--- config.mk ---
export PLATFORM = sky130hd
export DESIGN_NAME = intersection_scheduler_flat
export DESIGN_NICKNAME = d
export VERILOG_FILES = /design/src/rtl/intersection_scheduler_if.sv /design/src/rtl/intersection_scheduler.sv /design/src/flat_wrapper.sv
export SDC_FILE = /design/constraint.sdc
export NUM_CORES = 1
export LEC_CHECK = 0
export BUFFER_PORTS_ARGS = -buffer_cell sky130_fd_sc_hd__buf_2
export CORE_MARGIN = 4
export CORE_UTILIZATION = 40
export DETAILED_ROUTE_END_ITERATION = 10
export REMOVE_ABC_BUFFERS = 1
export SETUP_SLACK_MARGIN = 0.4
export SLEW_MARGIN = 20
export SYNTH_ARGS = -nofsm -noshare
export SYNTH_HDL_FRONTEND = slang
export SYNTH_SLANG_ARGS = --single-unit
--- constraint.sdc ---
create_clock -name clk -period 3 [get_ports clk]
set_clock_uncertainty 0.1 [all_clocks]
set_input_delay 0.3 -clock clk [delete_from_list [all_inputs] [get_ports clk]]
set_output_delay 0.3 -clock clk [all_outputs]
set_load 0.01 [all_outputs]
--- src/rtl/intersection_scheduler_if.sv ---
// Handshake/status bundle between the intersection scheduler and its environment.
// master drives the sensors and timing strobe; slave is the scheduler.
interface intersection_scheduler_if;
   logic       tick;
   logic       side_req;
   logic       ped_btn;
   logic [2:0] main_light;
   logic [2:0] side_light;
   logic       walk;
   logic [3:0] remaining;
   logic [2:0] phase;
   logic       ped_pending;

   modport master (
      output tick, side_req, ped_btn,
      input  main_light, side_light, walk, remaining, phase, ped_pending
   );

   modport slave (
      input  tick, side_req, ped_btn,
      output main_light, side_light, walk, remaining, phase, ped_pending
   );
endinterface

--- src/rtl/intersection_scheduler.sv ---
// Phase scheduler for a main/side intersection with a pedestrian crossing.
// Outputs decode combinationally from the registered state, tick count and ped latch.
module intersection_scheduler #(
   parameter int unsigned T_MIN_GREEN = 4,
   parameter int unsigned T_MAX_GREEN = 9,
   parameter int unsigned T_YELLOW    = 3,
   parameter int unsigned T_CLEAR     = 2,
   parameter int unsigned T_WALK      = 5
) (
   input  logic                    clk,
   input  logic                    rst_n,
   intersection_scheduler_if.slave bus
);
   typedef enum logic [2:0] {
      INIT        = 3'd0,
      MAIN_GREEN  = 3'd1,
      MAIN_YELLOW = 3'd2,
      CLEAR_A     = 3'd3,
      SIDE_GREEN  = 3'd4,
      SIDE_YELLOW = 3'd5,
      WALK        = 3'd6,
      CLEAR_B     = 3'd7
   } state_t;

   localparam logic [3:0] MIN_M1 = 4'(T_MIN_GREEN - 1);

   state_t     state, state_nxt;
   logic [3:0] cnt, cnt_nxt;
   logic [3:0] dur;
   logic       at_end;
   logic       ped_pending, ped_nxt;
   logic       last_served, last_nxt;

   // Length of the current phase; SIDE_GREEN uses its upper bound.
   always_comb begin
      dur = 4'(T_CLEAR);
      case (state)
         MAIN_YELLOW, SIDE_YELLOW: dur = 4'(T_YELLOW);
         SIDE_GREEN:               dur = 4'(T_MAX_GREEN);
         WALK:                     dur = 4'(T_WALK);
         default:                  dur = 4'(T_CLEAR);
      endcase
   end

   assign at_end = (cnt == dur - 4'd1);

   always_comb begin
      state_nxt = state;
      cnt_nxt   = cnt;
      if (bus.tick) begin
         cnt_nxt = cnt + 4'd1;
         case (state)
            INIT:        if (at_end) state_nxt = MAIN_GREEN;
            MAIN_GREEN: begin
               if (cnt >= MIN_M1) begin
                  cnt_nxt = MIN_M1;
                  if (bus.side_req || ped_pending) state_nxt = MAIN_YELLOW;
               end
            end
            MAIN_YELLOW: if (at_end) state_nxt = CLEAR_A;
            CLEAR_A: begin
               if (at_end) begin
                  if (bus.side_req && ped_pending)
                     state_nxt = last_served ? SIDE_GREEN : WALK;
                  else if (bus.side_req) state_nxt = SIDE_GREEN;
                  else if (ped_pending)  state_nxt = WALK;
                  else                   state_nxt = MAIN_GREEN;
               end
            end
            SIDE_GREEN:
               if (at_end || (cnt >= MIN_M1 && !bus.side_req)) state_nxt = SIDE_YELLOW;
            SIDE_YELLOW: if (at_end) state_nxt = CLEAR_B;
            WALK:        if (at_end) state_nxt = CLEAR_B;
            CLEAR_B:     if (at_end) state_nxt = MAIN_GREEN;
            default:     state_nxt = INIT;
         endcase
         if (state_nxt != state) cnt_nxt = '0;
      end
   end

   // Entering WALK clears the latch, overriding a press on the same cycle.
   always_comb begin
      ped_nxt  = ped_pending;
      last_nxt = last_served;
      if (bus.ped_btn && state != WALK) ped_nxt = 1'b1;
      if (state_nxt == WALK && state != WALK) begin
         ped_nxt  = 1'b0;
         last_nxt = 1'b1;
      end
      if (state_nxt == SIDE_GREEN && state != SIDE_GREEN) last_nxt = 1'b0;
   end

   always_ff @(posedge clk or negedge rst_n) begin
      if (!rst_n) begin
         state       <= INIT;
         cnt         <= '0;
         ped_pending <= 1'b0;
         last_served <= 1'b1;
      end else begin
         state       <= state_nxt;
         cnt         <= cnt_nxt;
         ped_pending <= ped_nxt;
         last_served <= last_nxt;
      end
   end

   assign bus.phase       = state;
   assign bus.ped_pending = ped_pending;
   assign bus.walk        = (state == WALK);
   assign bus.remaining   = (state == MAIN_GREEN) ? 4'd0 : dur - cnt;
   assign bus.main_light  = (state == MAIN_GREEN)  ? 3'b100 :
                            (state == MAIN_YELLOW) ? 3'b010 : 3'b001;
   assign bus.side_light  = (state == SIDE_GREEN)  ? 3'b100 :
                            (state == SIDE_YELLOW) ? 3'b010 : 3'b001;
endmodule

--- src/flat_wrapper.sv ---
// flat-port wrapper written by rule: the top's interface ports become plain ports
module intersection_scheduler_flat 
#(
   parameter int unsigned T_MIN_GREEN = 4,
   parameter int unsigned T_MAX_GREEN = 9,
   parameter int unsigned T_YELLOW    = 3,
   parameter int unsigned T_CLEAR     = 2,
   parameter int unsigned T_WALK      = 5
)
  (clk, rst_n, bus_tick, bus_side_req, bus_ped_btn, bus_main_light, bus_side_light, bus_walk, bus_remaining, bus_phase, bus_ped_pending);
  intersection_scheduler_if bus_i ();
  input  logic clk;
  input  logic rst_n;
  input wire logic [$bits(bus_i.tick)-1:0] bus_tick;
  input wire logic [$bits(bus_i.side_req)-1:0] bus_side_req;
  input wire logic [$bits(bus_i.ped_btn)-1:0] bus_ped_btn;
  output wire logic [$bits(bus_i.main_light)-1:0] bus_main_light;
  output wire logic [$bits(bus_i.side_light)-1:0] bus_side_light;
  output wire logic [$bits(bus_i.walk)-1:0] bus_walk;
  output wire logic [$bits(bus_i.remaining)-1:0] bus_remaining;
  output wire logic [$bits(bus_i.phase)-1:0] bus_phase;
  output wire logic [$bits(bus_i.ped_pending)-1:0] bus_ped_pending;
  assign bus_i.tick = bus_tick;
  assign bus_i.side_req = bus_side_req;
  assign bus_i.ped_btn = bus_ped_btn;
  assign bus_main_light = bus_i.main_light;
  assign bus_side_light = bus_i.side_light;
  assign bus_walk = bus_i.walk;
  assign bus_remaining = bus_i.remaining;
  assign bus_phase = bus_i.phase;
  assign bus_ped_pending = bus_i.ped_pending;
  intersection_scheduler #(.T_MIN_GREEN(T_MIN_GREEN), .T_MAX_GREEN(T_MAX_GREEN), .T_YELLOW(T_YELLOW), .T_CLEAR(T_CLEAR), .T_WALK(T_WALK)) u_core (.clk(clk), .rst_n(rst_n), .bus(bus_i));
endmodule
# Yosys cells after proc, flatten, opt, wreduce, memory -nomap -nowiden
# Index checks and enable logic that the tools add are counted.
[classes]
addsub = 3
mul = 0
n_div = 0
n_lt_le_gt_ge = 1
eq_ne = 13
n_shift = 0
muxes = 27
n_bitwise = 0
reduce_logical = 14
[op_table]
columns = ["cell", "count"]
rows = [
  ["$mux 3", 14],
  ["$eq 3x3->1 const B", 6],
  ["$pmux 3 s6", 1],
  ["$mux 4", 4],
  ["$pmux 4 s3", 1],
  ["$eq 3x2->1 const B", 2],
  ["$mux 2", 3],
  ["$ne 3x3->1 const B", 2],
  ["$reduce_or 2->1", 3],
  ["$logic_and 1x1->1", 5],
  ["$add 4x1->4 const B", 1],
  ["$eq 4x4->1", 1],
  ["$ge 4x2->1 const B", 1],
  ["$mux 1", 4],
  ["$reduce_bool 2->1", 2],
  ["$sub 4x1->4 const B", 1],
  ["$sub 4x4->4", 1],
  ["$eq 3x1->1 const B", 1],
  ["$logic_not 3->1", 1],
  ["$ne 3x3->1", 1],
  ["$logic_or 1x1->1", 2],
  ["$logic_not 1->1", 1],
]
[word_totals]
register_bits = 9
latch_bits = 0
mem_bits_rw = 0
mem_bits_ro = 0
in_bits = 5
out_inout_bits = 15
wordCells = 62
memories = 0

# Depth between registers and ports, before layout
# Gate-level depths: netlist of the first run.
[depth]
depth_word = 14
ltp_mapped = 12
mapped_depth_nobuf = 11

# Worst setup path after synthesis of the first run
# OpenSTA, ideal clock, no wires.
[synth_timing]
path_kind = "register to register"
start = "reg u_core.state[0] (netlist: u_core.bus.phase[0])"
end = "reg u_core.last_served"
setup_ps = 82
t_arrival_ps = 2351
required_ps = 2818
path_slack_ps = 468
path_stages_with_launch = 12
path_buffers = 1
period_less_slack_ps = 2532
cell_sequence = "dfrtp_1 > buf_2 > nor2_1 > nand2_1 > inv_1 > ha_1 > nor3b_1 > nand3_1 > o21ai_1 > a221oi_1 > o22a_1 > o31a_1"
[synth_between]
word_cells_on_any_way = 33
classes_between = "1 x add/sub; 12 x eq/ne; 12 x mux; 8 x reduce/logical"
[synth_lines]
columns = ["item", "line", "source"]
rows = [
  ["from (decl)", "intersection_scheduler.sv:27", "state_t state, state_nxt;"],
  ["from (signal assigned)", "intersection_scheduler.sv:100", "state <= state_nxt;"],
  ["$eq 3x3->1 (*)", "--", ""],
  ["via bus_walk", "flat_wrapper.sv:19", "output wire logic [$bits(bus_i.walk)-1:0] bus_walk;"],
  ["$pmux 4 s3", "intersection_scheduler.sv:37", "case (state)"],
  ["$sub 4x1->4", "intersection_scheduler.sv:45", "assign at_end = (cnt == dur - 4'd1);"],
  ["$eq 4x4->1", "intersection_scheduler.sv:45", ""],
  ["$logic_or 1x1->1", "intersection_scheduler.sv:71", "if (at_end || (cnt >= MIN_M1 && !bus.side_req)) state_nxt = SIDE_YELLOW;"],
  ["$mux 3", "intersection_scheduler.sv:71", ""],
  ["$pmux 3 s6 (*)", "intersection_scheduler.sv:52", "case (state)"],
  ["$mux 3 (*) (2 in series)", "intersection_scheduler.sv:50", "if (bus.tick) begin"],
  ["via u_core.state_nxt[1]", "intersection_scheduler.sv:27", ""],
  ["$eq 3x3->1, on equally long branches", "intersection_scheduler.sv:90, intersection_scheduler.sv:86", ""],
  ["$logic_and 1x1->1, on equally long branches", "intersection_scheduler.sv:90, intersection_scheduler.sv:86", ""],
  ["$mux 1 / $reduce_bool 2->1 (equally long branches)", "--", ""],
  ["to (signal assigned)", "intersection_scheduler.sv:103", "last_served <= last_nxt;"],
  ["to (decl)", "intersection_scheduler.sv:32", "logic last_served, last_nxt;"],
]
# Mark *: on every way through the listed nets, which the timed path passes. The rest lies on a longest branch. The select of a mux whose other input is x is not followed.
# A chain may end at the register's enable or synchronous reset.

# Final worst setup path of the first run
[layout_timing]
start = "reg u_core.state[2] (netlist: u_core.bus.phase[2])"
end = "out bus_remaining[3]"
[layout_between]
elab_chain_cells = 5
word_cells_on_any_way = 9
classes_between = "1 x add/sub; 5 x eq/ne; 2 x mux; 1 x reduce/logical"
[layout_rtl]
columns = ["item", "line", "source"]
rows = [
  ["$eq 3x3->1 / $eq 3x2->1 (equally long branches)", "intersection_scheduler.sv:37", ""],
  ["$reduce_or 2->1", "intersection_scheduler.sv:37", ""],
  ["$pmux 4 s3", "intersection_scheduler.sv:37", ""],
  ["$sub 4x4->4", "intersection_scheduler.sv:110", "assign bus.remaining = (state == MAIN_GREEN) ? 4'd0 : dur - cnt;"],
  ["$mux 4 (*)", "intersection_scheduler.sv:110", ""],
  ["to (decl)", "flat_wrapper.sv:20", "output wire logic [$bits(bus_i.remaining)-1:0] bus_remaining;"],
]
# Mark *: on every way between the ends. The rest lies on a longest branch, timed or not.

==> results.py, run 1 <==
metrics = {
    "status": {
        "status": "finished, final reports clean",
    },
    "worst_setup_path": {
        "path_class": "reg -> out",
        "worstPathCellList": "buf_4 > o21ai_0 > ha_1 > inv_1 > a21o_1 > a21oi_1 > xnor2_1 > and2_1 > buf_2",
        "max_stage_delay_ns": 0.40,
        "cp.required_ns": 2.60,
        "rr_worst_depth": 11,
        "crit_path_max_fanout": 8,
        "cp-start-kind": "register",
        "cp_data_arrival_time_ns": 1.98,
        "crit_path_end_kind": "primary output",
        "cp_slowest_cell": "dfrtp_2",
    },
    "sta": {
        "fmax_mhz": 420.6,
        "finalMaxSlewViolations": 0,
        "rsz0062_at_grt": "false",
        "max-slew-margin-rel": 0.6679,
        "finalHoldViolCount": 0,
        "worstMarginPinSlew_ns": 0.4943,
        "finalSetupViolations": 0,
        "tns_ns": 0,
        "setup_slack_ns": 0.6225,
        "fin_crit_ns": 2.378,
        "min_period_over_period": 0.7925,
    },
    "synth": {
        "ys_top_cells_by_area": "dfrtp_1 24%, ha_1 6.0%, nor2_1 4.0%",
        "syn_area_per_cell_um2": 8.604,
        "synth_flop_cell": "dfrtp_1",
        "yosys.area.top_type": "dfrtp_1",
        "ys_seq_elements": 9,
        "synth.distinct_cells": 46,
        "synth_edf_count": 0,
        "synth_area_um2": 834.6,
        "synth_top_area_share": 0.2399,
        "synth_cells": 97,
        "ys_seq_area_frac": 0.2714,
        "yosysWarnings": 0,
        "async_flop_share": 1.000,
    },
    "global_route": {
        "grt_max_degree": 16,
        "grt_pass1_vias": 714,
        "grt_usage": 0.1544,
        "antenna_found_initial": 0,
        "grt_pass1_wl_um": 3208,
        "gr-total-overflow": 0,
    },
    "layout": {
        "fin_nets": 130,
        "syn_to_final_growth_pct": 20.54,
        "post-route-util": 0.5128,
        "n_antenna_cell": 0,
        "final_common_cell": "buf_2",
        "drive_gt1_frac": 0.3445,
        "final_cell_mix": "19 x buf_2, 8 x inv_1, 8 x nor2_1",
    },
    "clock_tree": {
        "cts_tree": "done",
        "cts_inserted_buffers": 3,
        "cts_max_level": 1,
        "clk_latency_ns": 0.26,
        "root_buffer": "clkbuf_4",
        "clockBufferDepth": 2,
        "clkTransAtPathRegs_ns": 0.07,
        "cts_sinks": 9,
    },
    "drt": {
        "drt-vias-per-instance": 5.493,
        "drtIter0Drc": 19,
        "wl_per_cell_um": 13.67,
        "dr.pass1.iters": 4,
        "vias": 802,
        "drt_wl_total_um": 1996,
        "antenna_left": 0,
        "drcViolationCount": 0,
    },
    "placement": {
        "port_buffers": 19,
        "gp_congestion": 0.7987,
        "dp_hpwl_um": 1593,
        "dp_worst_setup_slack_ns": 0.3300,
    },
    "floorplanning": {
        "initial_core_util": 0.4254,
        "die_w_um": 53.68,
        "die_y_um": 53.68,
        "rows": 16,
        "coreArea_um2": 1962,
        "io_pins": 20,
        "dieArea_um2": 2881,
    },
    "power": {
        "p_int_uw": 655.2,
        "p_sw_uw": 634.0,
        "max-vdd-ir-drop_mv": 0.6079,
        "combPwrFrac": 0.727,
        "pwr-share-clk": 0.074,
        "p_seq_frac": 0.199,
        "leakage_nw": 0.4530,
        "p_per_area_nw_per_um2": 1282,
        "swShare": 0.4918,
    },
    "hold_path": {
        "hold_path_depth": 2,
        "hp-class": "in -> reg",
    },
    "flow_run": {
        "cap_violations": 0,
    },
}
-- stage by stage --
step | instance area (um^2) | instances | power [mW] | hold slack, ns
after detailed placement | 945.9 | 140 | 1.171 | 0.06843
final | 1006 | 146 | 1.289 | 0.2592
after global routing | 1006 | 146 | 1.414 | 0.2837
after floorplan | 809.5 | 93 | 0.8925 | -0.09559
after global placement | 945.9 | 140 | 1.169 | 0.06621
after CTS | 983.4 | 145 | 1.271 | 0.2582
-- cell usage after synthesis (2+ instances only) --
| cell type | instances |
|---|---|
| nor3b_1 | 2 |
| o22ai_1 | 3 |
| xor2_1 | 2 |
| a21oi_1 | 4 |
| nor3b_2 | 2 |
| o21ai_1 | 2 |
| o21ai_0 | 3 |
| nand2_1 | 7 |
| and2_1 | 2 |
| nand3_1 | 3 |
| ha_1 | 4 |
| a21o_1 | 2 |
| nor4_1 | 2 |
| inv_1 | 8 |
| buf_2 | 2 |
| nor2_1 | 9 |
| dfrtp_1 | 8 |
| nor3_1 | 4 |
-- routing by layer --
metal	share of wire	GRT usage	wire, um
met4	0.0090	0.05106	18
met3	0.070	0.02493	139
met5	0	0	0
met2	0.46	0.2540	909
met1	0.46	0.2037	928
-- worst paths after layout --
check,from,slack (ns),to
worst min register to register,u_core.cnt[2],0.46,u_core.cnt[2]
max in group asynchronous,rst_n,2.22,u_core.last_served
min in group asynchronous,rst_n,0.32,u_core.cnt[3]
worst max-delay path,u_core.bus.phase[2],0.62,bus_remaining[3]
worst min-delay path,bus_tick,0.26,u_core.cnt[1]
worst max register to register,u_core.bus.phase[2],0.69,u_core.last_served
-- cell type report --
type / instances / area, um^2
fillers: 204 / 955.9
multi-input cells: 75 / 561.8
flip-flops and latches: 9 / 230.2
repair buffers: 22 / 120.1
inverters: 9 / 33.78
well taps: 27 / 33.78
clock buffers: 4 / 26.28
-- flip-flops by register name, summed over array words and instances (netlist names) --
name and count:
u_core.last_served 1, u_core.cnt 4, u_core.bus.ped_pending 1, u_core.bus.phase 3
-- power by group through the flow --
stage	registers (mW)	clock network (mW)	logic, mW
floorplan	0.262	0	0.631
global placement	0.261	0	0.909
detailed placement	0.263	0	0.907
CTS	0.262	0.0966	0.912
global route	0.267	0.107	1.04
finish	0.257	0.0957	0.937
-- worst max-delay path: cells and delay by family, from the launching register on --
kind,cells,cell delay [ns]
AO/OA/AOI/OAI,3,0.52
XOR/XNOR,1,0.13
buffers and inverters,3,0.33
flip-flops,1,0.40
AND/OR/NAND/NOR,1,0.13
adder cells (fa/ha/maj),1,0.22
-- kinds of logic (layout without fill, tap and decap cells) --
| kind of cell | Yosys count | in the layout | share of synthesized area |
|---|---|---|---|
| AO/OA/AOI/OAI | 26 | 26 | 0.2324 |
| XOR/XNOR | 4 | 4 | 0.05099 |
| adder cells (fa/ha/maj) | 5 | 5 | 0.08396 |
| buffers and inverters | 13 | 35 | 0.07046 |
| flip-flops | 9 | 9 | 0.2714 |
| AND/OR/NAND/NOR | 40 | 40 | 0.2909 |
-- timing repair --
action	CTS	global route
cloned	0	0
endpoints found under the setup margin	3	5
setup buffers	0	1
endpoints found under the hold margin	8	0
pin swaps	0	0
gates resized for setup	1	5
hold buffers	1	0
Note: power is estimated with default switching activity, not from simulation.
==> run 2: changes to the inputs <==
- clock period: 3 -> 2.14 ns (I/O delays scaled with it)
==> run 2 against run 1 <==
The flow now finishes with violations (setup timing). Sequential power grew 33%. Routed wire length increased by 58%. Final cell count up 27%.
==> results.py, run 2 (synthesis gave the netlist of run 1 again) <==
metrics = {
    "clock_tree": {
        "cts_sinks": 9,
        "root_buffer": "clkbuf_4",
        "clockBufferDepth": 2,
        "cts_inserted_buffers": 3,
        "clk_latency_ns": 0.28,
        "clkTransAtPathRegs_ns": 0.07,
        "cts_tree": "done",
        "cts_max_level": 1,
    },
    "hold_path": {
        "holdPathEnd": "u_core.bus.ped_pending",
        "hp-class": "in -> reg",
        "hold_path_depth": 3,
        "min-delay-start": "bus_ped_btn",
    },
    "status": {
        "violations": "setup timing",
        "status": "finished with violations",
    },
    "drt": {
        "wl_per_cell_um": 17.08,
        "drtIter0Drc": 14,
        "wl_met1_um": 1339,
        "wl_met3_um": 111,
        "drt-vias-per-instance": 5.519,
        "wl_met2_um": 1642,
        "drt_wl_total_um": 3160,
        "antenna_left": 0,
        "dr.pass1.iters": 4,
        "drcViolationCount": 0,
        "highest_layer": "met4",
        "vias": 1021,
    },
    "sta": {
        "tns_ns": -0.7046,
        "fin_crit_ns": 2.291,
        "fmax_mhz": 436.5,
        "finalSetupViolations": 10,
        "finalMaxSlewViolations": 0,
        "min_period_over_period": 1.070,
        "rsz0062_at_grt": "true",
        "finalHoldViolCount": 0,
        "setup_slack_ns": -0.1508,
        "worstMarginPinSlew_ns": 0.4747,
        "max-slew-margin-rel": 0.6809,
    },
    "global_route": {
        "gr-total-overflow": 0,
        "grt_usage": 0.2256,
        "grt_max_degree": 10,
        "grt_pass1_wl_um": 4643,
        "antenna_found_initial": 0,
        "grt_pass1_vias": 983,
    },
    "layout": {
        "drive_gt1_frac": 0.6203,
        "final_cell_mix": "27 x buf_4, 18 x buf_2, 15 x buf_6",
        "largest_register": "u_core.cnt",
        "largest_reg_flops": 4,
        "syn_to_final_growth_pct": 79.76,
        "n_antenna_cell": 0,
        "final_common_cell": "buf_4",
        "fin_nets": 169,
        "fill_cells": 149,
    },
    "worst_setup_path": {
        "rr_worst_depth": 8,
        "cp_data_arrival_time_ns": 2.40,
        "worstReg2RegEnd": "u_core.last_served",
        "cp.required_ns": 2.25,
        "reg2reg_slack_ns": -0.15,
        "cp-start-kind": "register",
        "reg2reg_from": "u_core.bus.phase[0]",
        "crit_path_end_kind": "register",
        "crit_path_max_fanout": 5,
        "path_class": "reg -> reg",
    },
    "floorplanning": {
        "coreArea_um2": 1962,
        "dieArea_um2": 2881,
        "io_pins": 20,
        "initial_core_util": 0.4254,
        "die_w_um": 53.68,
        "rows": 16,
        "die_y_um": 53.68,
    },
    "placement": {
        "dp_hpwl_um": 1908,
        "gp_congestion": 0.8601,
        "dp_worst_setup_slack_ns": -0.2040,
        "port_buffers": 19,
    },
    "power": {
        "p_per_area_nw_per_um2": 2054,
        "leakage_nw": 0.6847,
        "max-vdd-ir-drop_mv": 1.071,
    },
    "flow_run": {
        "cap_violations": 0,
    },
}
-- run 2: cell count changes in the layout (fill, tap and decap cells not counted), sizes merged --
cell | before | now
buf | 21 | 60
-- run 2: through the flow --
step | hold slack, ns | instance area (um^2) | utilization | std cells | power, mW
after detailed placement | -0.01334 | 1096 | 0.5587 | 160 | 1.980
after global placement | -0.01953 | 1096 | 0.5587 | 160 | 1.948
after global routing | 0.1452 | 1500 | 0.7647 | 185 | 3.263
final | 0.1206 | 1500 | 0.7647 | 185 | 3.081
after floorplan | -0.1816 | 809.5 | - | 93 | 1.251
after CTS | 0.1423 | 1393 | 0.7098 | 181 | 2.649
-- run 2: repair_timing --
item / CTS / global route
endpoints found under the hold margin: 9 / 0
hold buffers: 1 / 0
buffers inserted: 16 / 4
setup endpoints to repair: 14 / 15
pin swaps: 17 / 14
resized for setup: 32 / 16
-- run 2: worst max-delay path by stage --
stage,slack (ns),end,depth (start not counted),start
6_report,-0.15,u_core.last_served,8,u_core.bus.phase[0]
5_1_grt,-0.21,u_core.last_served,8,u_core.bus.phase[0]
4_1_cts,-0.07,bus_remaining[3],9,u_core.bus.phase[0]
3_5_place_dp,-0.20,u_core.last_served,9,u_core.bus.phase[2]
3_3_place_gp,-0.15,u_core.last_served,9,u_core.bus.phase[2]
2_1_floorplan,-0.44,u_core.last_served,10,u_core.bus.phase[0]
-- run 2: report_power, final --
part | internal (mW) | leakage [nW] | switching (mW)
clock network | 0.0725 | 0.0150 | 0.0775
logic | 1.41 | 0.566 | 1.18
registers | 0.237 | 0.104 | 0.104
total | 1.72 | 0.685 | 1.37
-- run 2: layout make-up --
type                            instances  area (um^2)  share of cell area
Sequential cell                         9        229.0              0.1526
Clock buffer                            4        26.28             0.01751
Inverter                                9        36.28             0.02419
Multi-Input combinational cell         75        703.2              0.4687
Tap cell                               27        33.78             0.02252
Timing Repair Buffer                   61        471.7              0.3144
-- run 2: worst max-delay path, cell delays in order, from the launching register on --
cell	delay [ns]
dfrtp_2	0.45
buf_4	0.15
buf_4	0.15
nor3b_4	0.24
xnor2_2	0.16
o2111a_2	0.37
and3_4	0.25
nor3_2	0.06
o31a_1	0.30
-- run 2: per-layer routing --
| layer | up-vias | global-route usage |
|---|---|---|
| met1 | 506 | 0.2683 |
| met4 | 0 | 0.06383 |
| met2 | 29 | 0.4234 |
| met5 | - | 0 |
| met3 | 9 | 0.01939 |
| li1 | 477 | - |
==> run 3: changes to the inputs <==
- ABC_AREA: unset -> 1
==> run 3 against run 2 <==
The run still ends with setup timing left. Highest routed layer unchanged. Sequential share of layout area fell by 3.1 points. First-iteration DRC count rose to 2.7 times the previous value. Die area rose by 15%. Routed wire length rose by 20%. Combinational power rose by 16%. Largest power group unchanged. Critical path depth rose by 3. Via count rose by 29%.
==> results.py, run 3 <==
metrics = {
    "synth": {
        "yosysWarnings": 0,
        "yosysMostFrequentCell": "nand2_1",
        "synth_cells": 149,
        "synth_flop_cell": "dfrtp_1",
        "ys_seq_area_frac": 0.2297,
        "synth_area_um2": 985.9,
        "yosys.area.top_type": "dfrtp_1",
        "ys_seq_elements": 9,
        "synth.distinct_cells": 25,
        "syn_area_per_cell_um2": 6.617,
        "synth_edf_count": 0,
        "ys_top_cells_by_count": "38 x nand2_1, 21 x inv_1, 14 x nand3_1",
        "ys_top_cells_by_area": "dfrtp_1 20%, nand2_1 14%, inv_1 8.0%",
        "async_flop_share": 1.000,
        "synth_top_area_share": 0.2030,
    },
    "worst_setup_path": {
        "crit_path_end_kind": "primary output",
        "worstPathCellList": "inv_2 > nor2_4 > nand2_2 > inv_2 > ha_4 > buf_6 > nand2_1 > o21ai_2 > xor2_1 > nor2_1 > buf_2",
        "cp_data_arrival_time_ns": 1.98,
        "cp-start-kind": "register",
        "cp_slowest_cell": "dfrtp_1",
        "rr_worst_depth": 15,
        "reg2reg_from": "u_core.bus.phase[2]",
        "max_stage_delay_ns": 0.43,
        "path_class": "reg -> out",
        "crit_path_max_fanout": 3,
        "cp.required_ns": 1.83,
        "critPathMostFrequentCell": "inv_2",
        "reg2reg_slack_ns": -0.10,
        "worstReg2RegEnd": "u_core.last_served",
    },
    "clock_tree": {
        "cts_tree": "done",
        "clockBufferDepth": 2,
        "clk_latency_ns": 0.27,
        "cts_sinks": 9,
        "clkTransAtPathRegs_ns": 0.07,
        "cts_inserted_buffers": 3,
        "root_buffer": "clkbuf_4",
        "cts_max_level": 1,
    },
    "power": {
        "p_seq_frac": 0.090,
        "max-vdd-ir-drop_mv": 1.409,
        "pwr-share-clk": 0.039,
        "swShare": 0.5064,
        "p_per_area_nw_per_um2": 1827,
        "leakage_nw": 0.9294,
        "p_int_mw": 1.701,
        "p_sw_mw": 1.745,
        "power_mw": 3.447,
        "combPwrFrac": 0.871,
    },
    "floorplanning": {
        "dieArea_um2": 3323,
        "initial_core_util": 0.4332,
        "die_w_um": 57.65,
        "coreArea_um2": 2276,
        "die_y_um": 57.65,
        "rows": 17,
        "io_pins": 20,
    },
    "drt": {
        "drt_wl_total_um": 3794,
        "wl_per_cell_um": 15.55,
        "antenna_left": 0,
        "drcViolationCount": 0,
        "vias": 1322,
        "drtIter0Drc": 38,
        "dr.pass1.iters": 4,
        "drt-vias-per-instance": 5.418,
    },
    "layout": {
        "post-route-util": 0.8290,
        "n_antenna_cell": 0,
        "largest_reg_flops": 4,
        "final_common_cell": "buf_6",
        "syn_to_final_growth_pct": 91.37,
        "largest_register": "u_core.cnt",
        "drive_gt1_frac": 0.6759,
        "fill_cells": 112,
        "fin_nets": 227,
        "final_cell_area_um2": 1887,
        "final_cell_mix": "31 x buf_6, 24 x nand2_1, 17 x nand2_2, 17 x buf_4, 15 x buf_2",
    },
    "sta": {
        "fin_crit_ns": 2.290,
        "max-slew-margin-rel": 0.8028,
        "setup_slack_ns": -0.1503,
        "finalSetupViolations": 12,
        "worstMarginPinSlew_ns": 0.2958,
        "min_period_over_period": 1.070,
        "fmax_mhz": 436.6,
        "rsz0062_at_grt": "true",
        "finalHoldViolCount": 0,
        "finalMaxSlewViolations": 0,
    },
    "global_route": {
        "grt_pass1_wl_um": 5609,
        "grt_max_degree": 11,
        "antenna_found_initial": 0,
        "grt_usage": 0.2150,
        "grt_pass1_vias": 1209,
        "gr-total-overflow": 0,
    },
    "placement": {
        "dp_hpwl_um": 2242,
        "post_dp_cell_area_um2": 1226,
        "port_buffers": 19,
        "gp_congestion": 0.9013,
    },
    "hold_path": {
        "hp-class": "in -> reg",
        "min-delay-start": "bus_ped_btn",
        "holdPathEnd": "u_core.bus.ped_pending",
        "hold_path_depth": 3,
    },
    "status": {
        "violations": "setup timing",
        "status": "finished with violations",
    },
    "flow_run": {
        "cap_violations": 0,
    },
}
## run 3: worst max path at each step
stage                                    end                start  slack (ns)
final                       bus_remaining[3]  u_core.bus.phase[2]       -0.15
after floorplan           u_core.last_served  u_core.bus.phase[2]       -0.40
after global routing        bus_remaining[3]  u_core.bus.phase[2]       -0.27
after detailed placement  u_core.last_served  u_core.bus.phase[2]       -0.05
after CTS                   bus_remaining[1]  u_core.bus.phase[0]       -0.10
after global placement    u_core.last_served  u_core.bus.phase[1]       -0.05
## run 3: area by class of cell
| cell class | instances | area [um^2] | area share |
|---|---|---|---|
| Clock buffer | 3 | 22.52 | 0.01194 |
| Clock inverter | 1 | 5.005 | 0.002653 |
| Inverter | 25 | 111.4 | 0.05902 |
| Multi-Input combinational cell | 113 | 902.1 | 0.4781 |
| Sequential cell | 9 | 229.0 | 0.1214 |
| Tap cell | 28 | 35.03 | 0.01857 |
| Timing Repair Buffer | 65 | 581.8 | 0.3084 |
## run 3: metal layers
layer / GRT usage / routed length [um] / share of wire / up-vias
li1: - / - / - / 614
met5: 0 / 0 / 0 / -
met1: 0.2688 / 1605 / 0.42 / 641
met2: 0.3710 / 1851 / 0.49 / 54
met4: 0.1060 / 117 / 0.031 / 0
met3: 0.01559 / 219 / 0.058 / 13
## run 3: kinds of logic (layout without fill, tap and decap cells)
family	after synthesis	after routing	synth area share
compound gates	15	15	0.07614
xor+xnor	4	4	0.04316
fa+ha+maj	5	5	0.07107
buf+inv	27	94	0.1053
flops	9	9	0.2297
simple gates	89	89	0.4746
## run 3: worst max-delay path, delay by kind of cell, from the launching register on
kind | cells | cell delay (ns)
simple gates | 4 | 0.24
xor+xnor | 1 | 0.19
compound gates | 1 | 0.15
flops | 1 | 0.43
buf+inv | 4 | 0.42
fa+ha+maj | 1 | 0.29
## run 3: power by group through the flow
stage                     clock [mW]  combinational [mW]  sequential [mW]
final                          0.136                3.00            0.310
after global routing           0.154                3.21            0.315
after CTS                      0.143                2.35            0.289
after detailed placement           0                1.71            0.283
after global placement             0                1.69            0.283
after floorplan                    0                1.10            0.331
## run 3: timing repair
action,CTS,global route
resized for setup,63,46
endpoints found under the setup margin,16,18
pin swaps,26,28
buffers inserted,14,15
hold endpoints to repair,9,0
hold buffers,1,0
## run 3: metrics by stage
| step | TNS (ns) | setup WS (ns) | instances | hold slack [ns] |
|---|---|---|---|---|
| 2_1_floorplan | -2.977 | -0.3967 | 147 | -0.1816 |
| 3_3_place_gp | -0.1024 | -0.04526 | 210 | -0.02351 |
| 3_5_place_dp | -0.2220 | -0.05214 | 210 | -0.02057 |
| 4_1_cts | -0.4546 | -0.1043 | 229 | 0.1058 |
| 5_1_grt | -2.309 | -0.2739 | 244 | 0.1180 |
| 6_report | -0.9350 | -0.1503 | 244 | 0.1067 |
